<file path="src/rtl/rst_pkg.sv">
// Shared types for the SoC reset sequencer: FSM states, reset-cause codes
// and the state-to-reset-output decode.
package rst_pkg;

  typedef enum logic [2:0] {
    HOLD       = 3'd0,
    WAIT_LOCK  = 3'd1,
    STG_MEM    = 3'd2,
    STG_PERIPH = 3'd3,
    RUN        = 3'd4,
    ASSERT     = 3'd5
  } state_e;

  localparam logic [1:0] CAUSE_POR  = 2'b00;
  localparam logic [1:0] CAUSE_SOFT = 2'b01;
  localparam logic [1:0] CAUSE_LOCK = 2'b10;
  localparam logic [1:0] CAUSE_WDT  = 2'b11;

  // Returns {rst_mem, rst_periph, rst_core, rst_done} for a given state.
  function automatic logic [3:0] rst_decode(input state_e s);
    logic [3:0] v;
    v = 4'b1110;
    case (s)
      STG_MEM:    v = 4'b0110;
      STG_PERIPH: v = 4'b0010;
      RUN:        v = 4'b0001;
      default:    v = 4'b1110;
    endcase
    return v;
  endfunction

endpackage

</file>
<file path="src/rtl/rst_sync_2ff.sv">
// Two-flop reset synchronizer: asserts asynchronously, releases on the
// second clock edge after the asynchronous reset deasserts.
module rst_sync_2ff (
  input  logic i_clk,
  input  logic i_rst_async,
  output logic o_rst_sync
);

  logic r_meta;
  logic r_sync;

  always_ff @(posedge i_clk or posedge i_rst_async) begin
    if (i_rst_async) begin
      r_meta <= 1'b1;
      r_sync <= 1'b1;
    end else begin
      r_meta <= 1'b0;
      r_sync <= r_meta;
    end
  end

  assign o_rst_sync = r_sync;

endmodule

</file>
<file path="src/rtl/rst_seq_ctrl.sv">
// SoC reset sequencer: releases memory, peripheral and core resets in order
// once PLL lock is filtered. Define RSTSEQ_WDT_EN to honour wdt_expire.
module rst_seq_ctrl
  import rst_pkg::*;
#(
  parameter int LOCK_FILT = 4,
  parameter int STAGE_DLY = 8,
  parameter int HOLD_CYC  = 16,
  parameter int CNT_W     = 8
) (
  input  logic       clk,
  input  logic       rst_async,
  input  logic       pll_locked,
  input  logic       soft_rst_req,
  input  logic       wdt_expire,
  output logic       rst_mem,
  output logic       rst_periph,
  output logic       rst_core,
  output logic       rst_done,
  output logic [1:0] rst_cause
);

  localparam logic [CNT_W-1:0] LF_LAST = CNT_W'(LOCK_FILT - 1);
  localparam logic [CNT_W-1:0] SD_LAST = CNT_W'(STAGE_DLY - 1);
  localparam logic [CNT_W-1:0] HC_LAST = CNT_W'(HOLD_CYC - 1);

  logic             w_rst_int;
  logic             w_wdt;
  logic             r_lock_meta;
  logic             r_lock_s;
  state_e           r_state;
  logic [CNT_W-1:0] r_cnt;
  logic [1:0]       r_cause;
  logic [3:0]       r_outs;
  state_e           w_nxt_state;
  logic [CNT_W-1:0] w_nxt_cnt;
  logic [1:0]       w_nxt_cause;

  rst_sync_2ff u_rst_sync (
    .i_clk       (clk),
    .i_rst_async (rst_async),
    .o_rst_sync  (w_rst_int)
  );

`ifdef RSTSEQ_WDT_EN
  assign w_wdt = wdt_expire;
`else
  logic w_unused_wdt;
  assign w_unused_wdt = wdt_expire;
  assign w_wdt        = 1'b0;
`endif

  // Plain CDC stage for the PLL lock; no reset needed on a pure sampler.
  always_ff @(posedge clk) begin
    r_lock_meta <= pll_locked;
    r_lock_s    <= r_lock_meta;
  end

  always_comb begin
    w_nxt_state = r_state;
    w_nxt_cnt   = r_cnt + CNT_W'(1);
    w_nxt_cause = r_cause;
    case (r_state)
      HOLD: begin
        w_nxt_state = WAIT_LOCK;
        w_nxt_cnt   = '0;
      end
      WAIT_LOCK: begin
        if (w_wdt) begin
          w_nxt_state = ASSERT;
          w_nxt_cnt   = '0;
          w_nxt_cause = CAUSE_WDT;
        end else if (soft_rst_req) begin
          w_nxt_state = ASSERT;
          w_nxt_cnt   = '0;
          w_nxt_cause = CAUSE_SOFT;
        end else if (!r_lock_s) begin
          w_nxt_cnt = '0;
        end else if (r_cnt == LF_LAST) begin
          w_nxt_state = STG_MEM;
          w_nxt_cnt   = '0;
        end
      end
      STG_MEM, STG_PERIPH, RUN: begin
        // Lock loss outranks watchdog, which outranks a soft request.
        if (!r_lock_s) begin
          w_nxt_state = ASSERT;
          w_nxt_cnt   = '0;
          w_nxt_cause = CAUSE_LOCK;
        end else if (w_wdt) begin
          w_nxt_state = ASSERT;
          w_nxt_cnt   = '0;
          w_nxt_cause = CAUSE_WDT;
        end else if (soft_rst_req) begin
          w_nxt_state = ASSERT;
          w_nxt_cnt   = '0;
          w_nxt_cause = CAUSE_SOFT;
        end else if (r_state == RUN) begin
          w_nxt_cnt = '0;
        end else if (r_cnt == SD_LAST) begin
          w_nxt_state = (r_state == STG_MEM) ? STG_PERIPH : RUN;
          w_nxt_cnt   = '0;
        end
      end
      ASSERT: begin
        if (r_cnt == HC_LAST) begin
          w_nxt_state = WAIT_LOCK;
          w_nxt_cnt   = '0;
        end
      end
      default: begin
        w_nxt_state = HOLD;
        w_nxt_cnt   = '0;
      end
    endcase
  end

  // Outputs are decoded from the next state so each reset changes on the
  // same edge as the state transition that causes it.
  always_ff @(posedge clk or posedge rst_async) begin
    if (rst_async) begin
      r_state <= HOLD;
      r_cnt   <= '0;
      r_cause <= CAUSE_POR;
      r_outs  <= 4'b1110;
    end else if (w_rst_int) begin
      r_state <= HOLD;
      r_cnt   <= '0;
      r_cause <= CAUSE_POR;
      r_outs  <= 4'b1110;
    end else begin
      r_state <= w_nxt_state;
      r_cnt   <= w_nxt_cnt;
      r_cause <= w_nxt_cause;
      r_outs  <= rst_decode(w_nxt_state);
    end
  end

  assign {rst_mem, rst_periph, rst_core, rst_done} = r_outs;
  assign rst_cause = r_cause;

endmodule
</file>
<file path="config.mk">
export PLATFORM = sky130hd
export DESIGN_NAME = rst_seq_ctrl
export DESIGN_NICKNAME = d
export VERILOG_FILES = /design/src/rtl/rst_pkg.sv /design/src/rtl/rst_sync_2ff.sv /design/src/rtl/rst_seq_ctrl.sv
export SDC_FILE = /design/constraint.sdc
export NUM_CORES = 1
export LEC_CHECK = 0
export ABC_CLOCK_PERIOD_IN_PS = 2900
export CORE_MARGIN = 5
export CORE_UTILIZATION = 58
export DETAILED_ROUTE_END_ITERATION = 7
export PLACE_DENSITY = 0.88
export RECOVER_POWER = 100
export SLEW_MARGIN = 20
export SYNTH_ARGS = -nofsm -noshare
export SYNTH_HDL_FRONTEND = slang
export SYNTH_SLANG_ARGS = --single-unit
</file>
<file path="constraint.sdc">
create_clock -name clk -period 2.9 [get_ports clk]
set_input_delay 0.58 -clock clk [delete_from_list [all_inputs] [get_ports clk]]
set_output_delay 0.58 -clock clk [all_outputs]
set_load 0.03 [all_outputs]
</file>
* Word-level counts from Yosys, hierarchy flattened
Cells that the tools add are included.
** Word-level totals
- Word-level logic and storage cells :: 50
- Register bits after elaboration :: 21
- Memories :: 0
- Bits in latches :: 0
- Memory bits (writable) :: 0
- Memory bits (read-only) :: 0
- Input bits :: 5
- Output and inout port bits :: 6
** Cells by class
- Divide/modulo/power cells :: 0
- Magnitude comparators :: 0
- Muxes and demuxes :: 27
- Equality and inequality tests :: 11
- Bitwise operators :: 0
- $add $sub $neg :: 1
- Reductions and logical operators :: 3
- Shift-type cells :: 0
- Multipliers :: 0
** Operator list (number)
- $mux 8 :: 9
- $mux 3 :: 10
- $pmux 8 s3 :: 1
- $eq 3x2->1 const B :: 4
- $pmux 3 s4 :: 1
- $pmux 4 s3 :: 1
- $eq 3x3->1 const B :: 3
- $add 8x1->8 const B :: 1
- $eq 8x2->1 const B :: 1
- $eq 8x3->1 const B :: 1
- $eq 8x4->1 const B :: 1
- $mux 2 :: 3
- $mux 4 :: 1
- $pmux 2 s2 :: 1
- $eq 3x1->1 const B :: 1
- $logic_not 3->1 :: 1
- $reduce_bool 3->1 :: 1
- $reduce_or 3->1 :: 1

* Logic depth before layout (Yosys ltp)
- Word-level depth :: 10
- Depth in mapped cells :: 6
- Depth with buffers taken out :: 6

* Hierarchy
Synthesis repeated with hierarchy kept, for this count alone.
** Second synthesis, totals
- Cell total of the unflattened synthesis :: 105
- Area total of the unflattened synthesis :: 1068.5 sq um
** Modules (own cells, without submodules)
- rst_seq_ctrl :: cells an instance 101, area each 1008.5 sq um, times used 1
- rst_sync_2ff :: cells an instance 4, area each 60.1 sq um, times used 1

* Worst setup path after synthesis
OpenSTA, ideal clock, no wires.
- Path type :: input to register
- Start point :: in soft_rst_req
- End point :: reg r_cnt[3]
- Path buffers :: 0
- Setup slack :: 1.319 ns
- Required time :: 2.829 ns
- Stages :: 5
- Arrival :: 1.510 ns
- Library setup time :: 0.071 ns
- Cell sequence :: nor2b_1 > nor2_1 > or3b_1 > a31o_2 > nor2_1
** Between the ends
- Longest elaborated chain between the ends :: 4
- Elaborated cells between the ends (all ways) :: 5
- Classes of those cells :: mux (5)
** RTL lines
- start: declaration :: line rst_seq_ctrl.sv:14 : input logic soft_rst_req,
- $mux 8 :: line rst_seq_ctrl.sv:94 : end else if (soft_rst_req) begin
- $mux 8 :: line rst_seq_ctrl.sv:86 : if (!r_lock_s) begin
- $pmux 8 s3 (*) :: line rst_seq_ctrl.sv:63 : case (r_state)
- $mux 8 (*) :: line rst_seq_ctrl.sv:126 : end else if (w_rst_int) begin
- end signal: assignment :: line rst_seq_ctrl.sv:133 : r_cnt <= w_nxt_cnt;
- end: declaration :: line rst_seq_ctrl.sv:32 : logic [CNT_W-1:0] r_cnt;
Every way passes the cells marked *; elsewhere a longest branch is shown, timed or not.
A chain may end at the register's enable or synchronous reset.

* Worst setup path after layout
- Start point :: reg r_cnt[4]
- End point :: reg r_outs[2]
** Between the ends
- Longest elaborated chain between the ends :: 9
- Elaborated cells between the ends (all ways) :: 17
- Classes of those cells :: eq/ne (6); mux (11)
** RTL lines
- $eq 8x3->1 :: line rst_seq_ctrl.sv:100 : end else if (r_cnt == SD_LAST) begin
- $mux 3 :: line rst_seq_ctrl.sv:100
- $mux 3 :: line rst_seq_ctrl.sv:98 : end else if (r_state == RUN) begin
- $mux 3 :: line rst_seq_ctrl.sv:94
- $mux 3 :: line rst_seq_ctrl.sv:86
- $pmux 3 s4 (*) :: line rst_seq_ctrl.sv:63
- $eq 3x3->1 or $eq 3x2->1 (tied branches) :: line rst_pkg.sv:23 : case (s)
- $pmux 4 s3 (*) :: line rst_pkg.sv:23
- $mux 4 (*) :: line rst_seq_ctrl.sv:126
- end signal: assignment :: line rst_seq_ctrl.sv:135 : r_outs <= rst_decode(w_nxt_state);
- end: declaration :: line rst_seq_ctrl.sv:34 : logic [3:0] r_outs;
Marked as above.

==> impl_results.md <==
- Tmin final: 2.23 ns
- Skew-Pair Late Insertion Delay: 0.30 ns
- First-pass GRT wire length: 3190 µm
- Post-CTS Setup Bufs: 0
- Startpoint Class: flop
- Worst Setup Path Type: reg -> reg
- Top cells by area, synth: dfrtp_1 34%, dfstp_2 13%, nor2_1 5.8%
- Port-buffer cells: 9
- Hold depth: 0
- Layout cell share with drive strength beyond 1: 0.0901
- Depth of the most critical reg-to-reg path: 5
- FF-to-FF setup slack: 0.67 ns
- RR Endpoint: r_outs[2]
- Rows: 15
- Total GRT Usage: 0.155
- Cell with the most instances after synthesis: nor2_1
- Worst R2R Start: r_cnt[4]
- Ys Warns: 0
- VDD IR max: 0.000395 V
- CTS Buf Count: 3
- Max Fanout on Critical Path: 6
- Max_cap viols: 0
- Clock Tree Root: clkbuf_4
- # diodes: 0
- LEAKAGE: 0.000483 µW
- Critical Path RT: 3.13 ns
- Layout area overhead: 10.1%
- Post-synth EDFFs: 0
- Cells along the critical path: nor4_1 > nand2_1 > mux2_1 > nand3_1 > mux2i_1
- Tot Pwr: 489 µW
- Max Clk Rate: 449 MHz
- Crit path largest cell delay: 0.76 ns
- Worst Hold Launch: r_lock_meta
- WL final: 1820 µm
- Placer Congestion: 0.925
- Count of different cell masters after synthesis: 35
- # DRC: 0
- Max Buffers Root-to-Sink: 2
- Syn nets: 107
- FFs w/ async S/R, synth: 0.905
- Initial antenna violation count: 0
- CP Capture Type: flop
- Cell taking the most area after synthesis: dfrtp_1
- ANT nets after route: 0
- Synthesized cell area: 1030 µm²
- RSZ-0062 raised after global routing: false
- Die width: 52.1 µm
- Commonest cells post-synth: 16 x nor2_1, 14 x dfrtp_1, 6 x a21oi_1
- CORE AREA: 1710 µm²
- Status: complete, no violations
- H-Tree Depth: 1
- Worst hold path type: reg -> reg
- Layout fillers: 138
- Top FF cell, synth: dfrtp_1
- Initial Utilization: 0.601
- Initial DRC count: 31
- Cells after Synth: 101
- Via total after detailed routing: 731
- Vias per cell: 5.38
- Period Utilization, post-route: 0.769
- CP Data Arrival Time: 2.46 ns
- Fin. max-slew vios: 0
- Synthesized area per cell: 10.2 µm²
- Final Hold Fails: 0
- Io pins: 11
- Slowest CP cell: nor4_1
- Proportion of netlist area held by the largest area contributor: 0.341
- Setup TNS: 0 ns
- Chip height: 52.1 µm
- Vias in the first global route: 724
- Largest net degree at the start of global routing: 20
- Slew Limit Headroom: 0.431
- DP HPWL: 1370 µm
- PostCTS Resize Cnt: 0
- Hold-fix buffer count after cts: 0
- CTS tree: built
- Final net count: 118
- PwrDens: 432 nW/µm²
- Layout Skew: 0.00417 ns
- Routed wire per std cell: 13.4 µm
- Sequential cell area fraction in the yosys report: 0.508
- Clk sinks: 21
- Final Setup Violations: 0
- Die area: 2710 µm²
- Clock Pin Slew Worst Setup and Hold Paths: 0.11 ns
- TritonRoute pass-1 iters: 4
- Slew @ Worst Pin: 0.845 ns
- Worst Hold Endpoint: r_lock_s
- Congestion Overflow GR: 0
- #FFs+latches synth: 21
report_power, final:
part / internal, µW / leakage, µW / switching, µW
combinational: 16.0 / 0.000204 / 25.0
clock: 51.4 / 0.0000177 / 85.6
sequential: 302 / 0.000261 / 9.31
total: 369 / 0.000483 / 120
critical path: cells and delay by family (launching register included):
family,cells,cell delay (ns)
simple gates,3,1.15
mux,2,0.58
flops,1,0.43
cell type report:
cell class              instances  area [µm²]  area share
flip-flops and latches         21         522       0.461
clock buffers                   3        22.5      0.0199
inverters                       3        11.3     0.00996
multi-input cells              74         449       0.397
well taps                      25        31.3      0.0277
repair buffers                  9        90.1      0.0796
clock inverters                 1        5.00     0.00442
how the worst max path moves through the flow:
| stage | startpoint | end | slack [ns] | cells after the start |
|---|---|---|---|---|
| after floorplan | soft_rst_req | r_cnt[3] | 1.32 | 5 |
| after global placement | soft_rst_req | r_cnt[5] | 0.79 | 6 |
| after detailed placement | soft_rst_req | r_cnt[5] | 0.73 | 6 |
| after CTS | r_outs[3] | rst_mem | 0.80 | 1 |
| after global routing | r_cnt[5] | r_outs[2] | 0.51 | 5 |
| final | r_cnt[4] | r_outs[2] | 0.67 | 5 |
cells in the final DEF, fill, tap and decap left out, drive strengths merged:
| cell | n |
|---|---|
| a211o | 1 |
| a21o | 1 |
| a21oi | 6 |
| a31o | 1 |
| and2 | 1 |
| and3 | 3 |
| and3b | 1 |
| and4b | 1 |
| clkbuf | 3 |
| clkdlybuf4s50 | 1 |
| clkinv | 1 |
| conb | 1 |
| dfrtp | 14 |
| dfstp | 5 |
| dfxtp | 2 |
| dlygate4sd3 | 8 |
| ha | 1 |
| inv | 3 |
| mux2 | 1 |
| mux2i | 2 |
| nand2 | 5 |
| nand2b | 2 |
| nand3 | 7 |
| nand3b | 4 |
| nor2 | 16 |
| nor2b | 2 |
| nor3 | 2 |
| nor4 | 1 |
| nor4bb | 1 |
| o211a | 1 |
| o21ai | 5 |
| or3 | 1 |
| or3b | 1 |
| xnor2 | 4 |
| xor2 | 2 |
through the flow:
| stage | area (µm²) | util | instances | worst slack (ns) | hold slack [ns] |
|---|---|---|---|---|---|
| after CTS | 1160 | 0.678 | 136 | 0.802 | 0.350 |
| final | 1130 | 0.662 | 136 | 0.671 | 0.346 |
| after floorplan | 1030 | - | 101 | 1.32 | 0.310 |
| after global routing | 1130 | 0.662 | 136 | 0.514 | 0.360 |
| after global placement | 1130 | 0.662 | 132 | 0.787 | 0.313 |
| after detailed placement | 1130 | 0.662 | 132 | 0.730 | 0.323 |
kinds of logic (layout without fill, tap and decap cells):
kind of cell,count (synthesis),count (layout),share of synthesized area
buf+inv,6,16,0.0280
simple gates,48,48,0.272
flops,21,21,0.508
fa+ha+maj,1,1,0.0122
compound gates,15,15,0.0914
mux,3,3,0.0341
other cells,1,1,0.00365
xor+xnor,6,6,0.0512
registers in the layout (all words and copies together) (netlist names):
register,flops
r_cnt,8
r_outs,4
r_state,3
rst_cause,2
r_lock_meta,1
r_lock_s,1
u_rst_sync.o_rst_sync,1
u_rst_sync.r_meta,1
routing by layer:
| metal | routed length, µm | vias to the layer above | global-route usage |
|---|---|---|---|
| met2 | 899 | 10 | 0.266 |
| li1 | - | 367 | - |
| met4 | 21 | 0 | 0.0393 |
| met3 | 45 | 2 | 0.0172 |
| met5 | 0 | - | 0 |
| met1 | 854 | 352 | 0.208 |
No activity file was read; power rests on OpenSTA's default activity.
